`config.mk`:
```
export PLATFORM = sky130hd
export DESIGN_NAME = soc_chip_top
export DESIGN_NICKNAME = d
export VERILOG_FILES = /design/src/rtl/soc_chip_top.sv
export SDC_FILE = /design/constraint.sdc
export NUM_CORES = 1
export LEC_CHECK = 0
export CAP_MARGIN = 5
export CELL_PAD_IN_SITES_DETAIL_PLACEMENT = 1
export CELL_PAD_IN_SITES_GLOBAL_PLACEMENT = 1
export CORE_AREA = 2 2 111 113
export CTS_BUF_LIST = sky130_fd_sc_hd__clkbuf_8
export DETAILED_ROUTE_END_ITERATION = 12
export DIE_AREA = 0 0 113 115
export HOLD_SLACK_MARGIN = 0.1
export PLACE_DENSITY_LB_ADDON = 0.1
export SLEW_MARGIN = 20
export SYNTH_ARGS = -nofsm -noshare
export SYNTH_HDL_FRONTEND = slang
export SYNTH_SLANG_ARGS = --single-unit
```
`constraint.sdc`:
```
create_clock -name clk_p -period 2.9 [get_ports clk_p]
set_input_delay 0.58 -clock clk_p [delete_from_list [all_inputs] [get_ports clk_p]]
set_output_delay 0.58 -clock clk_p [all_outputs]
set_load 0.02 [all_outputs]
```
`src/rtl/soc_chip_top.sv`:
```
`timescale 1ns/1ps
// Reduced chip top: UART-to-SPI byte bridge. Each byte received on rxd is shifted
// out on SPI (mode 0, MSB first); the byte captured on spi_miso is echoed on txd.
module soc_chip_top #(
   parameter int UART_DIV  = 868,
   parameter int SPI_DIV   = 4,
   parameter int TXQ_DEPTH = 4
) (
   input  logic clk_p,
   input  logic clk_n,
   input  logic rst_top,
   input  logic rxd,
   output logic txd,
   output logic spi_cs,
   output logic spi_sclk,
   output logic spi_mosi,
   input  logic spi_miso,
   output logic sd_reset
);

   localparam int UART_CW = $clog2(UART_DIV + 1);
   localparam int SPI_CW  = $clog2(SPI_DIV + 1);
   localparam int QAW     = $clog2(TXQ_DEPTH);

   localparam logic [UART_CW-1:0] UART_ZERO = UART_CW'(0);
   localparam logic [UART_CW-1:0] UART_ONE  = UART_CW'(1);
   localparam logic [UART_CW-1:0] UART_LAST = UART_CW'(UART_DIV - 1);
   localparam logic [UART_CW-1:0] UART_HALF = UART_CW'(UART_DIV / 2 - 1);
   localparam logic [SPI_CW-1:0]  SPI_ZERO  = SPI_CW'(0);
   localparam logic [SPI_CW-1:0]  SPI_ONE   = SPI_CW'(1);
   localparam logic [SPI_CW-1:0]  SPI_LAST  = SPI_CW'(SPI_DIV - 1);
   localparam logic [QAW:0]       Q_ZERO    = (QAW + 1)'(0);
   localparam logic [QAW:0]       Q_ONE     = (QAW + 1)'(1);
   localparam logic [QAW:0]       Q_FULL    = (QAW + 1)'(TXQ_DEPTH);
   localparam logic [QAW-1:0]     QP_ZERO   = QAW'(0);
   localparam logic [QAW-1:0]     QP_ONE    = QAW'(1);

   typedef enum logic [1:0] {RX_IDLE = 2'd0, RX_START = 2'd1, RX_DATA = 2'd2, RX_STOP = 2'd3} rx_state_t;
   typedef enum logic [1:0] {SPI_IDLE = 2'd0, SPI_LOW = 2'd1, SPI_HIGH = 2'd2, SPI_END = 2'd3} spi_state_t;
   typedef enum logic [1:0] {TX_IDLE = 2'd0, TX_START = 2'd1, TX_DATA = 2'd2, TX_STOP = 2'd3} tx_state_t;

   logic [1:0] rst_sync_r;
   logic       rst_s;
   logic       unused_s;
   logic       rxd_meta_r, rxd_sync_r;

   rx_state_t          rx_state_r, rx_state_s;
   logic [UART_CW-1:0] rx_cnt_r, rx_cnt_s;
   logic [2:0]         rx_bit_r, rx_bit_s;
   logic [7:0]         rx_sh_r, rx_sh_s;
   logic               rx_done_s;
   logic               hold_full_r;
   logic [7:0]         hold_data_r;

   spi_state_t         spi_state_r, spi_state_s;
   logic [SPI_CW-1:0]  spi_cnt_r, spi_cnt_s;
   logic [2:0]         spi_bit_r, spi_bit_s;
   logic [6:0]         spi_tx_r, spi_tx_s;
   logic [7:0]         spi_rx_r, spi_rx_s;
   logic               spi_cs_r, spi_cs_s, spi_sclk_r, spi_sclk_s, spi_mosi_r, spi_mosi_s;
   logic               spi_start_s, spi_push_s;

   logic [7:0]         q_mem_r [TXQ_DEPTH];
   logic [QAW-1:0]     q_wr_r, q_rd_r;
   logic [QAW:0]       q_cnt_r;
   logic               q_full_s, q_empty_s, q_pop_s, q_push_s;

   tx_state_t          tx_state_r, tx_state_s;
   logic [UART_CW-1:0] tx_cnt_r, tx_cnt_s;
   logic [2:0]         tx_bit_r, tx_bit_s;
   logic [7:0]         tx_sh_r, tx_sh_s;
   logic               txd_r, txd_s;

   // Reset synchronizer: asserts with rst_top, releases two edges after it falls
   always_ff @(posedge clk_p or posedge rst_top) begin
      if (rst_top) begin
         rst_sync_r <= 2'b11;
      end else begin
         rst_sync_r <= {rst_sync_r[0], 1'b0};
      end
   end

   assign rst_s    = rst_sync_r[1];
   assign sd_reset = rst_sync_r[1];
   assign unused_s = clk_n;

   // Double-flop the asynchronous UART input
   always_ff @(posedge clk_p or posedge rst_s) begin
      if (rst_s) begin
         rxd_meta_r <= 1'b1;
         rxd_sync_r <= 1'b1;
      end else begin
         rxd_meta_r <= rxd;
         rxd_sync_r <= rxd_meta_r;
      end
   end

   // UART RX next-state: mid-bit recheck of start, LSB-first data, stop validation
   always_comb begin
      rx_state_s = rx_state_r;
      rx_cnt_s   = rx_cnt_r;
      rx_bit_s   = rx_bit_r;
      rx_sh_s    = rx_sh_r;
      rx_done_s  = 1'b0;
      case (rx_state_r)
         RX_IDLE: begin
            rx_cnt_s = UART_ZERO;
            rx_bit_s = 3'd0;
            if (!rxd_sync_r) begin
               rx_state_s = RX_START;
            end else begin
               rx_state_s = RX_IDLE;
            end
         end
         RX_START: begin
            if (rx_cnt_r == UART_HALF) begin
               rx_cnt_s = UART_ZERO;
               if (!rxd_sync_r) begin
                  rx_state_s = RX_DATA;
               end else begin
                  rx_state_s = RX_IDLE;
               end
            end else begin
               rx_cnt_s = rx_cnt_r + UART_ONE;
            end
         end
         RX_DATA: begin
            if (rx_cnt_r == UART_LAST) begin
               rx_cnt_s = UART_ZERO;
               rx_sh_s  = {rxd_sync_r, rx_sh_r[7:1]};
               if (rx_bit_r == 3'd7) begin
                  rx_state_s = RX_STOP;
               end else begin
                  rx_bit_s = rx_bit_r + 3'd1;
               end
            end else begin
               rx_cnt_s = rx_cnt_r + UART_ONE;
            end
         end
         RX_STOP: begin
            if (rx_cnt_r == UART_LAST) begin
               rx_cnt_s   = UART_ZERO;
               rx_done_s  = rxd_sync_r;
               rx_state_s = RX_IDLE;
            end else begin
               rx_cnt_s = rx_cnt_r + UART_ONE;
            end
         end
         default: begin
            rx_state_s = RX_IDLE;
         end
      endcase
   end

   // UART RX state register
   always_ff @(posedge clk_p or posedge rst_s) begin
      if (rst_s) begin
         rx_state_r <= RX_IDLE;
         rx_cnt_r   <= UART_ZERO;
         rx_bit_r   <= 3'd0;
         rx_sh_r    <= 8'h00;
      end else begin
         rx_state_r <= rx_state_s;
         rx_cnt_r   <= rx_cnt_s;
         rx_bit_r   <= rx_bit_s;
         rx_sh_r    <= rx_sh_s;
      end
   end

   // Single-entry hold register; a byte arriving while it is full is dropped
   always_ff @(posedge clk_p or posedge rst_s) begin
      if (rst_s) begin
         hold_full_r <= 1'b0;
         hold_data_r <= 8'h00;
      end else if (spi_start_s) begin
         hold_full_r <= 1'b0;
      end else if (rx_done_s && !hold_full_r) begin
         hold_full_r <= 1'b1;
         hold_data_r <= rx_sh_r;
      end
   end

   // SPI master next-state: mode 0, MSB first, SPI_DIV cycles per sclk phase
   always_comb begin
      spi_state_s = spi_state_r;
      spi_cnt_s   = spi_cnt_r;
      spi_bit_s   = spi_bit_r;
      spi_tx_s    = spi_tx_r;
      spi_rx_s    = spi_rx_r;
      spi_cs_s    = spi_cs_r;
      spi_sclk_s  = spi_sclk_r;
      spi_mosi_s  = spi_mosi_r;
      spi_start_s = 1'b0;
      spi_push_s  = 1'b0;
      case (spi_state_r)
         SPI_IDLE: begin
            spi_cnt_s = SPI_ZERO;
            spi_bit_s = 3'd0;
            if (hold_full_r && !q_full_s) begin
               spi_start_s = 1'b1;
               spi_tx_s    = hold_data_r[6:0];
               spi_mosi_s  = hold_data_r[7];
               spi_cs_s    = 1'b0;
               spi_state_s = SPI_LOW;
            end else begin
               spi_state_s = SPI_IDLE;
            end
         end
         SPI_LOW: begin
            if (spi_cnt_r == SPI_LAST) begin
               spi_cnt_s   = SPI_ZERO;
               spi_sclk_s  = 1'b1;
               spi_rx_s    = {spi_rx_r[6:0], spi_miso};
               spi_state_s = SPI_HIGH;
            end else begin
               spi_cnt_s = spi_cnt_r + SPI_ONE;
            end
         end
         SPI_HIGH: begin
            if (spi_cnt_r == SPI_LAST) begin
               spi_cnt_s  = SPI_ZERO;
               spi_sclk_s = 1'b0;
               if (spi_bit_r == 3'd7) begin
                  spi_cs_s    = 1'b1;
                  spi_mosi_s  = 1'b0;
                  spi_push_s  = 1'b1;
                  spi_state_s = SPI_END;
               end else begin
                  spi_bit_s   = spi_bit_r + 3'd1;
                  spi_mosi_s  = spi_tx_r[6];
                  spi_tx_s    = {spi_tx_r[5:0], 1'b0};
                  spi_state_s = SPI_LOW;
               end
            end else begin
               spi_cnt_s = spi_cnt_r + SPI_ONE;
            end
         end
         SPI_END: begin
            if (spi_cnt_r == SPI_LAST) begin
               spi_cnt_s   = SPI_ZERO;
               spi_state_s = SPI_IDLE;
            end else begin
               spi_cnt_s = spi_cnt_r + SPI_ONE;
            end
         end
         default: begin
            spi_state_s = SPI_IDLE;
            spi_cs_s    = 1'b1;
            spi_sclk_s  = 1'b0;
         end
      endcase
   end

   // SPI state register and pin flops
   always_ff @(posedge clk_p or posedge rst_s) begin
      if (rst_s) begin
         spi_state_r <= SPI_IDLE;
         spi_cnt_r   <= SPI_ZERO;
         spi_bit_r   <= 3'd0;
         spi_tx_r    <= 7'h00;
         spi_rx_r    <= 8'h00;
         spi_cs_r    <= 1'b1;
         spi_sclk_r  <= 1'b0;
         spi_mosi_r  <= 1'b0;
      end else begin
         spi_state_r <= spi_state_s;
         spi_cnt_r   <= spi_cnt_s;
         spi_bit_r   <= spi_bit_s;
         spi_tx_r    <= spi_tx_s;
         spi_rx_r    <= spi_rx_s;
         spi_cs_r    <= spi_cs_s;
         spi_sclk_r  <= spi_sclk_s;
         spi_mosi_r  <= spi_mosi_s;
      end
   end

   assign q_full_s  = (q_cnt_r == Q_FULL);
   assign q_empty_s = (q_cnt_r == Q_ZERO);
   assign q_push_s  = spi_push_s & (~q_full_s | q_pop_s);

   // TX FIFO storage
   always_ff @(posedge clk_p) begin
      if (q_push_s) begin
         q_mem_r[q_wr_r] <= spi_rx_r;
      end
   end

   // TX FIFO pointers and occupancy; push and pop together leave the count alone
   always_ff @(posedge clk_p or posedge rst_s) begin
      if (rst_s) begin
         q_wr_r  <= QP_ZERO;
         q_rd_r  <= QP_ZERO;
         q_cnt_r <= Q_ZERO;
      end else begin
         if (q_push_s) begin
            q_wr_r <= q_wr_r + QP_ONE;
         end
         if (q_pop_s) begin
            q_rd_r <= q_rd_r + QP_ONE;
         end
         case ({q_push_s, q_pop_s})
            2'b10:   q_cnt_r <= q_cnt_r + Q_ONE;
            2'b01:   q_cnt_r <= q_cnt_r - Q_ONE;
            default: q_cnt_r <= q_cnt_r;
         endcase
      end
   end

   // UART TX next-state: back-to-back 8N1 frames while the FIFO has data
   always_comb begin
      tx_state_s = tx_state_r;
      tx_cnt_s   = tx_cnt_r;
      tx_bit_s   = tx_bit_r;
      tx_sh_s    = tx_sh_r;
      txd_s      = txd_r;
      q_pop_s    = 1'b0;
      case (tx_state_r)
         TX_IDLE: begin
            tx_cnt_s = UART_ZERO;
            txd_s    = 1'b1;
            if (!q_empty_s) begin
               q_pop_s    = 1'b1;
               tx_sh_s    = q_mem_r[q_rd_r];
               txd_s      = 1'b0;
               tx_state_s = TX_START;
            end else begin
               tx_state_s = TX_IDLE;
            end
         end
         TX_START: begin
            if (tx_cnt_r == UART_LAST) begin
               tx_cnt_s   = UART_ZERO;
               tx_bit_s   = 3'd0;
               txd_s      = tx_sh_r[0];
               tx_state_s = TX_DATA;
            end else begin
               tx_cnt_s = tx_cnt_r + UART_ONE;
            end
         end
         TX_DATA: begin
            if (tx_cnt_r == UART_LAST) begin
               tx_cnt_s = UART_ZERO;
               if (tx_bit_r == 3'd7) begin
                  txd_s      = 1'b1;
                  tx_state_s = TX_STOP;
               end else begin
                  tx_bit_s = tx_bit_r + 3'd1;
                  txd_s    = tx_sh_r[1];
                  tx_sh_s  = {1'b0, tx_sh_r[7:1]};
               end
            end else begin
               tx_cnt_s = tx_cnt_r + UART_ONE;
            end
         end
         TX_STOP: begin
            if (tx_cnt_r == UART_LAST) begin
               tx_cnt_s = UART_ZERO;
               if (!q_empty_s) begin
                  q_pop_s    = 1'b1;
                  tx_sh_s    = q_mem_r[q_rd_r];
                  txd_s      = 1'b0;
                  tx_state_s = TX_START;
               end else begin
                  tx_state_s = TX_IDLE;
               end
            end else begin
               tx_cnt_s = tx_cnt_r + UART_ONE;
            end
         end
         default: begin
            tx_state_s = TX_IDLE;
            txd_s      = 1'b1;
         end
      endcase
   end

   // UART TX state register and pin flop
   always_ff @(posedge clk_p or posedge rst_s) begin
      if (rst_s) begin
         tx_state_r <= TX_IDLE;
         tx_cnt_r   <= UART_ZERO;
         tx_bit_r   <= 3'd0;
         tx_sh_r    <= 8'h00;
         txd_r      <= 1'b1;
      end else begin
         tx_state_r <= tx_state_s;
         tx_cnt_r   <= tx_cnt_s;
         tx_bit_r   <= tx_bit_s;
         tx_sh_r    <= tx_sh_s;
         txd_r      <= txd_s;
      end
   end

   assign txd      = txd_r;
   assign spi_cs   = spi_cs_r;
   assign spi_sclk = spi_sclk_r;
   assign spi_mosi = spi_mosi_r;

endmodule

```
# Word-level counts from Yosys, hierarchy flattened
# Memories as Yosys holds them, arrays and structs flattened.
# Cells that the tools add are included.
# totals
regBits,93
ram_bits,32
inputBits,5
out_inout_bits,5
word_cells,187
n_memories,1
# mem_list
name,depth,word_bits,read_ports,rd_ports_with_merged_regs,write_ports,line_no,text
q_mem_r,4,8,1,0,1,63,logic [7:0] q_mem_r [TXQ_DEPTH];
# op_classes
addsub,10
n_eq_ne,36
mux,78
n_bitwise,4
reduce_logical,33
# op_table
operator,count
!= test 2 bit (second input constant),17
two-way mux 8 bit,4
two-way mux 1 bit,30
two-way mux 10 bit,3
case mux 10 bit (3 select lines),1
case mux 3 bit (2 select lines),5
AND reduction 4 bit,7
two-way mux 2 bit,13
two-way mux 3 bit,8
case mux 2 bit (4 select lines),3
case mux 8 bit (3 select lines),1
two-way mux 7 bit,3
adder 10 x 1 -> 10 bit (second input constant),2
equality test 10 bit (second input constant),2
case mux 10 bit (2 select lines),1
adder 3 x 1 -> 3 bit (second input constant),5
AND reduction 3 bit,5
equality test 2 bit (second input constant),7
case mux 7 bit (2 select lines),1
equality test 3 bit (second input constant),4
nonzero test 2 bit,6
equality test 10 x 9 -> 1 bit (second input constant),1
equality test 2 x 1 -> 1 bit (second input constant),4
case mux 1 bit (2 select lines),4
15 further kinds,24

# Logic depth before layout (Yosys ltp)
# Gate-level depths: netlist of the first run.
# logic_depth
word_depth,8
mapped_depth,8
depth_no_buf,8

# Worst setup path before layout of the first run
# Ideal clock, no wire load.
# synth_path
path_kind,reg2reg
from,register tx_state_r[0]
to,memory q_mem_r[0][0] (enable)
arrival_time_ns,1.777
setup_slack_ns,0.791
path_stages_with_launch,7
cell_sequence,dfrtp_1 -> inv_1 -> ha_1 -> nor3_1 -> nand2_1 -> a21oi_2 -> and2_1
# synth_between
elab_chain_cells,6
word_cells_on_any_way,7
# synth_rtl
element,line_no,text
"start, declared",68,"tx_state_t tx_state_r, tx_state_s;"
"start signal, assigned",386,tx_state_r <= tx_state_s;
equality test 2 bit / logical NOT 2 bit (equally long branches),317,case (tx_state_r)
case mux 1 bit (2 select lines) (*),317,
bitwise OR 1 bit (*),279,assign q_push_s = spi_push_s & (~q_full_s | q_pop_s);
bitwise AND 1 bit (*),279,
two-way mux 1 bit (*),283,if (q_push_s) begin
two-way mux 1 bit (implied by the code) (*),284,q_mem_r[q_wr_r] <= spi_rx_r;
"end, declared",63,
# Every way passes the cells marked *; elsewhere a longest branch is shown, timed or not.

# Final worst setup path of the first run
# layout_path
from,register tx_state_r[0]
to,memory q_mem_r[1][1] (enable)
# The elaborated chain is that of the path after synthesis.

==> flow_metrics.py, run 1 <==
metrics = {
    "outcome": {
        "status": "finished clean",
    },
    "floorplanning": {
        "rows": 40,
        "die_h_um": 115,
        "die_w_um": 113,
        "core_mm2": 0.01181,
        "ios": 10,
        "die_area_mm2": 0.01300,
        "start_util_pct": 47.16,
    },
    "clock_tree": {
        "cts_tree": "done",
        "clock_sinks": 125,
        "numCtsBuffers": 17,
        "hold_buffers": 0,
        "cts.repair.resized": 0,
        "clkTransAtPathRegs_ns": 0.07,
        "root_buffer": "clkbuf_8",
        "clock_latency_ns": 0.45,
        "clock_path_buffers": 2,
        "h-tree-depth": 4,
        "cts_setup_buffers": 0,
    },
    "layout": {
        "fin_nets": 475,
        "drive_above_1_share_pct": 21.00,
        "area_growth_pct": 12.20,
        "final_common_cell": "dfrtp_1",
        "final_cell_mix": "87 x dfrtp_1, 41 x nor2_1, 33 x mux2_2, 32 x nand2_1, 32 x edfxtp_1",
        "antenna_cells": 0,
    },
    "synth": {
        "synth_flop_cell": "dfrtp_1",
        "syn_avg_cell_area_um2": 12.95,
        "synth_seq_cells": 125,
        "yosysUniqueCellTypes": 53,
        "syn_nets": 456,
        "yosysSeqAreaShare_pct": 59.16,
        "synth-edff-count": 32,
        "async_reset_ff_share_pct": 74.40,
        "synthCells": 430,
        "synth_warnings": 0,
        "synth_area_mm2": 0.005570,
    },
    "critical_path": {
        "cpPeakStageDelay_ns": 0.43,
        "cp-start-kind": "register",
        "crit_path_max_fanout": 8,
        "r2r_start": "tx_state_r[0]",
        "end_kind": "register",
        "rr_endpoint": "q_mem_r[1][1]",
        "required_ns": 3.00,
        "critPathArrivalTime_ns": 2.59,
        "cp_cell_sequence": "inv_1 > ha_1 > nor3_1 > nand2_1 > a21oi_2 > and2_1",
        "crit_path_start": "tx_state_r[0]",
        "endpoint": "q_mem_r[1][1]",
        "reg2reg_slack_ns": 0.41,
        "crit_slowest_cell": "and2_1",
        "reg2regPathDepth": 6,
        "path_class": "reg2reg",
    },
    "sta": {
        "max-slew-margin-rel_pct": 48.79,
        "period_share_pct": 85.84,
        "drv_slew": 0,
        "finalHoldViolCount": 0,
        "worst_pin_slew_ns": 0.7672,
        "fin_crit_ns": 2.490,
        "fin_ws_ns": 0.4105,
        "rsz0062_at_grt": "no",
        "fin_worst_skew_ns": 0.01347,
        "fmax_mhz": 401.7,
        "setup_viol_count_final": 0,
        "finalSetupTns_ns": 0,
    },
    "placement": {
        "gp_congestion": 0.7217,
        "dp_slack_ns": 0.3682,
        "io_buffers": 8,
        "dp_hpwl_mm": 6.669,
    },
    "global_routing": {
        "grt_pass1_vias": 3424,
        "overflow": 0,
        "grt_max_degree": 41,
        "grtUsageTotal_pct": 17.18,
        "grt_pass1_wl_mm": 17.04,
        "antenna_found_initial": 0,
    },
    "flow_run": {
        "drv_cap": 0,
    },
    "route": {
        "first_pass_iters": 4,
        "wl_per_cell_um": 16.14,
        "final_antenna_net_count": 0,
        "vias": 3271,
        "drt_iter0_drc": 145,
        "wirelength_mm": 9.828,
        "vias_per_cell": 5.371,
        "route.detailed.drc": 0,
    },
    "power_and_ir_drop": {
        "p_per_area_mw_per_mm2": 589.6,
        "ir_drop_uv": 325.2,
        "leakage_nw": 2.708,
    },
    "hold_path": {
        "min_path_type": "reg2reg",
    },
}
-- registers in the layout, indices dropped and copies added (netlist names), 3 cells and up, named ones only --
signal       count
q_cnt_r          3
rx_cnt_r        10
tx_sh_r          8
spi_tx_r         7
rx_sh_r          8
tx_bit_r         3
spi_cnt_r        3
spi_bit_r        3
q_mem_r         32
tx_cnt_r        10
spi_rx_r         8
hold_data_r      8
rx_bit_r         3
-- cell type report --
| cell class | instances | area, um^2 |
|---|---|---|
| fill | 1197 | 5562 |
| sequential | 125 | 3296 |
| multi-input combinational | 276 | 2161 |
| clock buffer | 18 | 247.7 |
| tap | 147 | 183.9 |
| clock inverter | 14 | 166.4 |
| timing repair buffer | 14 | 137.6 |
| inverter | 15 | 57.56 |
-- how the worst min path moves through the flow --
stage	start	to	slack (ns)	depth (start not counted)
2_1_floorplan	rst_sync_r[0]	rst_sync_r[1]	0.35	0
3_3_place_gp	rxd_meta_r	rxd_sync_r	0.35	0
3_5_place_dp	rxd_meta_r	rxd_sync_r	0.35	0
4_1_cts	rxd_meta_r	rxd_sync_r	0.36	0
5_1_grt	rst_sync_r[0]	rst_sync_r[1]	0.37	0
6_report	rxd_meta_r	rxd_sync_r	0.36	0
-- stage by stage --
| stage | cells | area, um^2 | utilization (%) | total power [mW] | hold WS, ns |
|---|---|---|---|---|---|
| after detailed placement | 577 | 5836 | 49.41 | 2.122 | 0.3492 |
| final | 609 | 6250 | 52.91 | 3.685 | 0.3601 |
| after floorplan | 430 | 5570 | - | 2.057 | 0.3452 |
| after global routing | 609 | 6250 | 52.91 | 3.846 | 0.3684 |
| after global placement | 577 | 5836 | 49.41 | 2.113 | 0.3464 |
| after CTS | 609 | 6250 | 52.91 | 3.744 | 0.3593 |
-- cell families after synthesis --
logic type               count (synthesis)  share of synthesized area, %
AO/OA/AOI/OAI                           50                         5.997
other                                    1                       0.06732
adder cells (fa/ha/maj)                 21                         4.852
buffers and inverters                   29                         2.044
flip-flops                             125                         59.16
multiplexers                            54                         12.92
AND/OR/NAND/NOR                        130                         11.82
XOR/XNOR                                20                         3.145
-- routing by layer --
layer | wire, um | share of wire [%] | vias up | GRT usage, %
li1 | - | - | 1557 | -
met1 | 4402 | 45 | 1678 | 21.38
met2 | 4982 | 51 | 25 | 27.47
met5 | 0 | 0 | - | 0
met4 | 145 | 1.5 | 0 | 7.724
met3 | 297 | 3.0 | 11 | 5.851
-- power by group --
group / internal, mW / leakage (nW) / switching (mW)
clock: 0.936 / 0.234 / 0.669
combinational: 0.0788 / 0.963 / 0.104
sequential: 1.84 / 1.51 / 0.0594
-- worst max-delay path: cells and delay by family, from the launching register on --
kind / cells / cell delay (ns)
flops: 1 / 0.40
compound gates: 1 / 0.29
simple gates: 3 / 0.98
fa+ha+maj: 1 / 0.35
buf+inv: 1 / 0.12
-- cells in the mapped netlist (all sizes together) (8+ instances only) --
cell type / number / area (um^2)
dfrtp: 87 / 2177
nor2: 43 / 166.4
mux2: 42 / 499.2
edfxtp: 32 / 960.9
nand2: 32 / 120.1
ha: 20 / 250.2
inv: 15 / 56.30
a21oi: 11 / 58.81
nand3: 11 / 55.05
o21ai: 11 / 55.05
xnor2: 11 / 96.34
clkbuf: 10 / 37.54
xor2: 9 / 78.83
a22o: 8 / 70.07
mux4: 8 / 180.2
No activity file was read; power rests on OpenSTA's default activity.
==> inputs of run 2 (changes only) <==
Settings changed: CELL_PAD_IN_SITES_DETAIL_PLACEMENT 1 to 0.
==> flow_metrics.py, run 2 (synthesis results as in run 1) <==
metrics = {
    "outcome": {
        "status": "finished clean",
    },
    "route": {
        "route.detailed.drc": 0,
        "first_pass_iters": 4,
        "vias_per_cell": 5.220,
        "wirelength_mm": 8.937,
        "wl_per_cell_um": 14.67,
        "final_antenna_net_count": 0,
        "drt_iter0_drc": 181,
        "vias": 3179,
    },
    "sta": {
        "rsz0062_at_grt": "no",
        "finalSetupTns_ns": 0,
        "finalHoldViolCount": 0,
        "max-slew-margin-rel_pct": 49.35,
        "worst_pin_slew_ns": 0.7588,
        "drv_slew": 0,
        "period_share_pct": 85.31,
        "setup_viol_count_final": 0,
        "fin_crit_ns": 2.474,
        "fin_worst_skew_ns": 0.01139,
        "fmax_mhz": 404.2,
    },
    "layout": {
        "final_cell_mix": "87 x dfrtp_1, 41 x nor2_1, 33 x mux2_2, 32 x nand2_1, 32 x edfxtp_1",
        "largest_reg_flops": 32,
        "final_common_cell": "dfrtp_1",
        "fillerInstances": 1026,
        "antenna_cells": 0,
        "drive_above_1_share_pct": 20.78,
        "finalCoreUtilization_pct": 52.50,
        "finish.cell_count_without_fillers": 609,
        "reg.largest.list": "q_mem_r (32), rx_cnt_r (10), tx_cnt_r (10)",
        "top_register": "q_mem_r",
        "area_growth_pct": 11.32,
        "fin_nets": 475,
    },
    "placement": {
        "placedCellCount": 577,
        "dp_hpwl_mm": 5.902,
        "io_buffers": 8,
        "gp_congestion": 0.7217,
    },
    "critical_path": {
        "end_kind": "register",
        "path_class": "reg2reg",
        "required_ns": 2.99,
        "critPathArrivalTime_ns": 2.56,
        "cp-start-kind": "register",
        "crit_path_max_fanout": 8,
    },
    "power_and_ir_drop": {
        "internal_power_mw": 2.676,
        "p_clk_share_pct": 40.6,
        "pwr-share-seq_pct": 54.2,
        "share_comb_of_total_power_pct": 5.2,
        "p_per_area_mw_per_mm2": 562.3,
        "netSwitchingPower_mw": 0.8113,
        "swShare_pct": 23.27,
        "leakage_nw": 2.682,
        "ir_drop_uv": 345.6,
    },
    "clock_tree": {
        "hold_buffers": 0,
        "h-tree-depth": 4,
        "clock_path_buffers": 2,
        "clkTransAtPathRegs_ns": 0.07,
        "cts_tree": "done",
        "cts.repair.resized": 0,
        "root_buffer": "clkbuf_8",
        "clock_latency_ns": 0.43,
        "cts_setup_buffers": 0,
        "clock_sinks": 125,
        "numCtsBuffers": 17,
    },
    "global_routing": {
        "grt_max_degree": 41,
        "antenna_found_initial": 0,
        "overflow": 0,
        "grt_pass1_wl_mm": 15.79,
        "grtUsageTotal_pct": 15.65,
        "grt_pass1_vias": 3284,
    },
    "floorplanning": {
        "die_area_mm2": 0.01300,
        "die_w_um": 113,
        "core_mm2": 0.01181,
        "start_util_pct": 47.16,
        "rows": 40,
        "die_h_um": 115,
        "ios": 10,
    },
    "flow_run": {
        "drv_cap": 0,
    },
    "hold_path": {
        "min_path_type": "reg2reg",
    },
}
## run 2: changes by cell type in the layout (fill, tap and decap cells not counted), sizes merged
cell      previous run  this run
clkinvlp             0         2
clkinv               5         3
inv                 20        22
bufinv               4         2
## run 2: worst paths after layout
path	startpoint	endpoint	slack (ns)	depth (start not counted)
max	tx_state_r[0]	q_mem_r[1][7]	0.43	6
min	rxd_meta_r	rxd_sync_r	0.36	0
min reg2reg	rxd_meta_r	rxd_sync_r	0.36	0
max reg2reg	tx_state_r[0]	q_mem_r[1][7]	0.43	6
max in group asynchronous	rst_sync_r[1]	rxd_meta_r	1.75	2
min in group asynchronous	rst_sync_r[1]	spi_rx_r[5]	0.37	1
## run 2: power groups by stage
stage | sequential [mW] | combinational [mW] | clock [mW]
5_1_grt | 1.90 | 0.213 | 1.55
4_1_cts | 1.89 | 0.188 | 1.46
6_report | 1.89 | 0.181 | 1.41
3_3_place_gp | 1.93 | 0.184 | 0
3_5_place_dp | 1.93 | 0.187 | 0
2_1_floorplan | 1.89 | 0.164 | 0
## run 2: cell type report
cell class | instances | area (um^2) | share of cell area, %
tap | 147 | 183.9 | 2.966
clock inverter | 14 | 117.6 | 1.897
inverter | 15 | 57.56 | 0.9282
timing repair buffer | 14 | 137.6 | 2.220
sequential | 125 | 3296 | 53.15
clock buffer | 18 | 247.7 | 3.995
multi-input combinational | 276 | 2161 | 34.85
## run 2: critical path: stages (launching register included)
cell and delay [ns]:
dfrtp_1 0.40, inv_1 0.11, ha_1 0.35, nor3_1 0.38, nand2_1 0.18, a21oi_2 0.29, and2_1 0.43
## run 2: metrics by stage
stage | total power, mW | hold WS, ns | area [um^2] | setup WS [ns]
6_report | 3.487 | 0.3562 | 6201 | 0.4260
3_3_place_gp | 2.113 | 0.3464 | 5836 | 0.4444
3_5_place_dp | 2.114 | 0.3476 | 5836 | 0.3861
2_1_floorplan | 2.057 | 0.3452 | 5570 | 0.1267
4_1_cts | 3.540 | 0.3575 | 6201 | 0.3858
5_1_grt | 3.657 | 0.3621 | 6201 | 0.2002
## run 2: layer usage
metal / GRT usage (%) / up-vias / part of all wire, %
li1: - / 1563 / -
met1: 19.42 / 1583 / 48
met2: 25.39 / 20 / 48
met3: 5.219 / 13 / 2.3
met4: 6.585 / 0 / 1.8
met5: 0 / - / 0
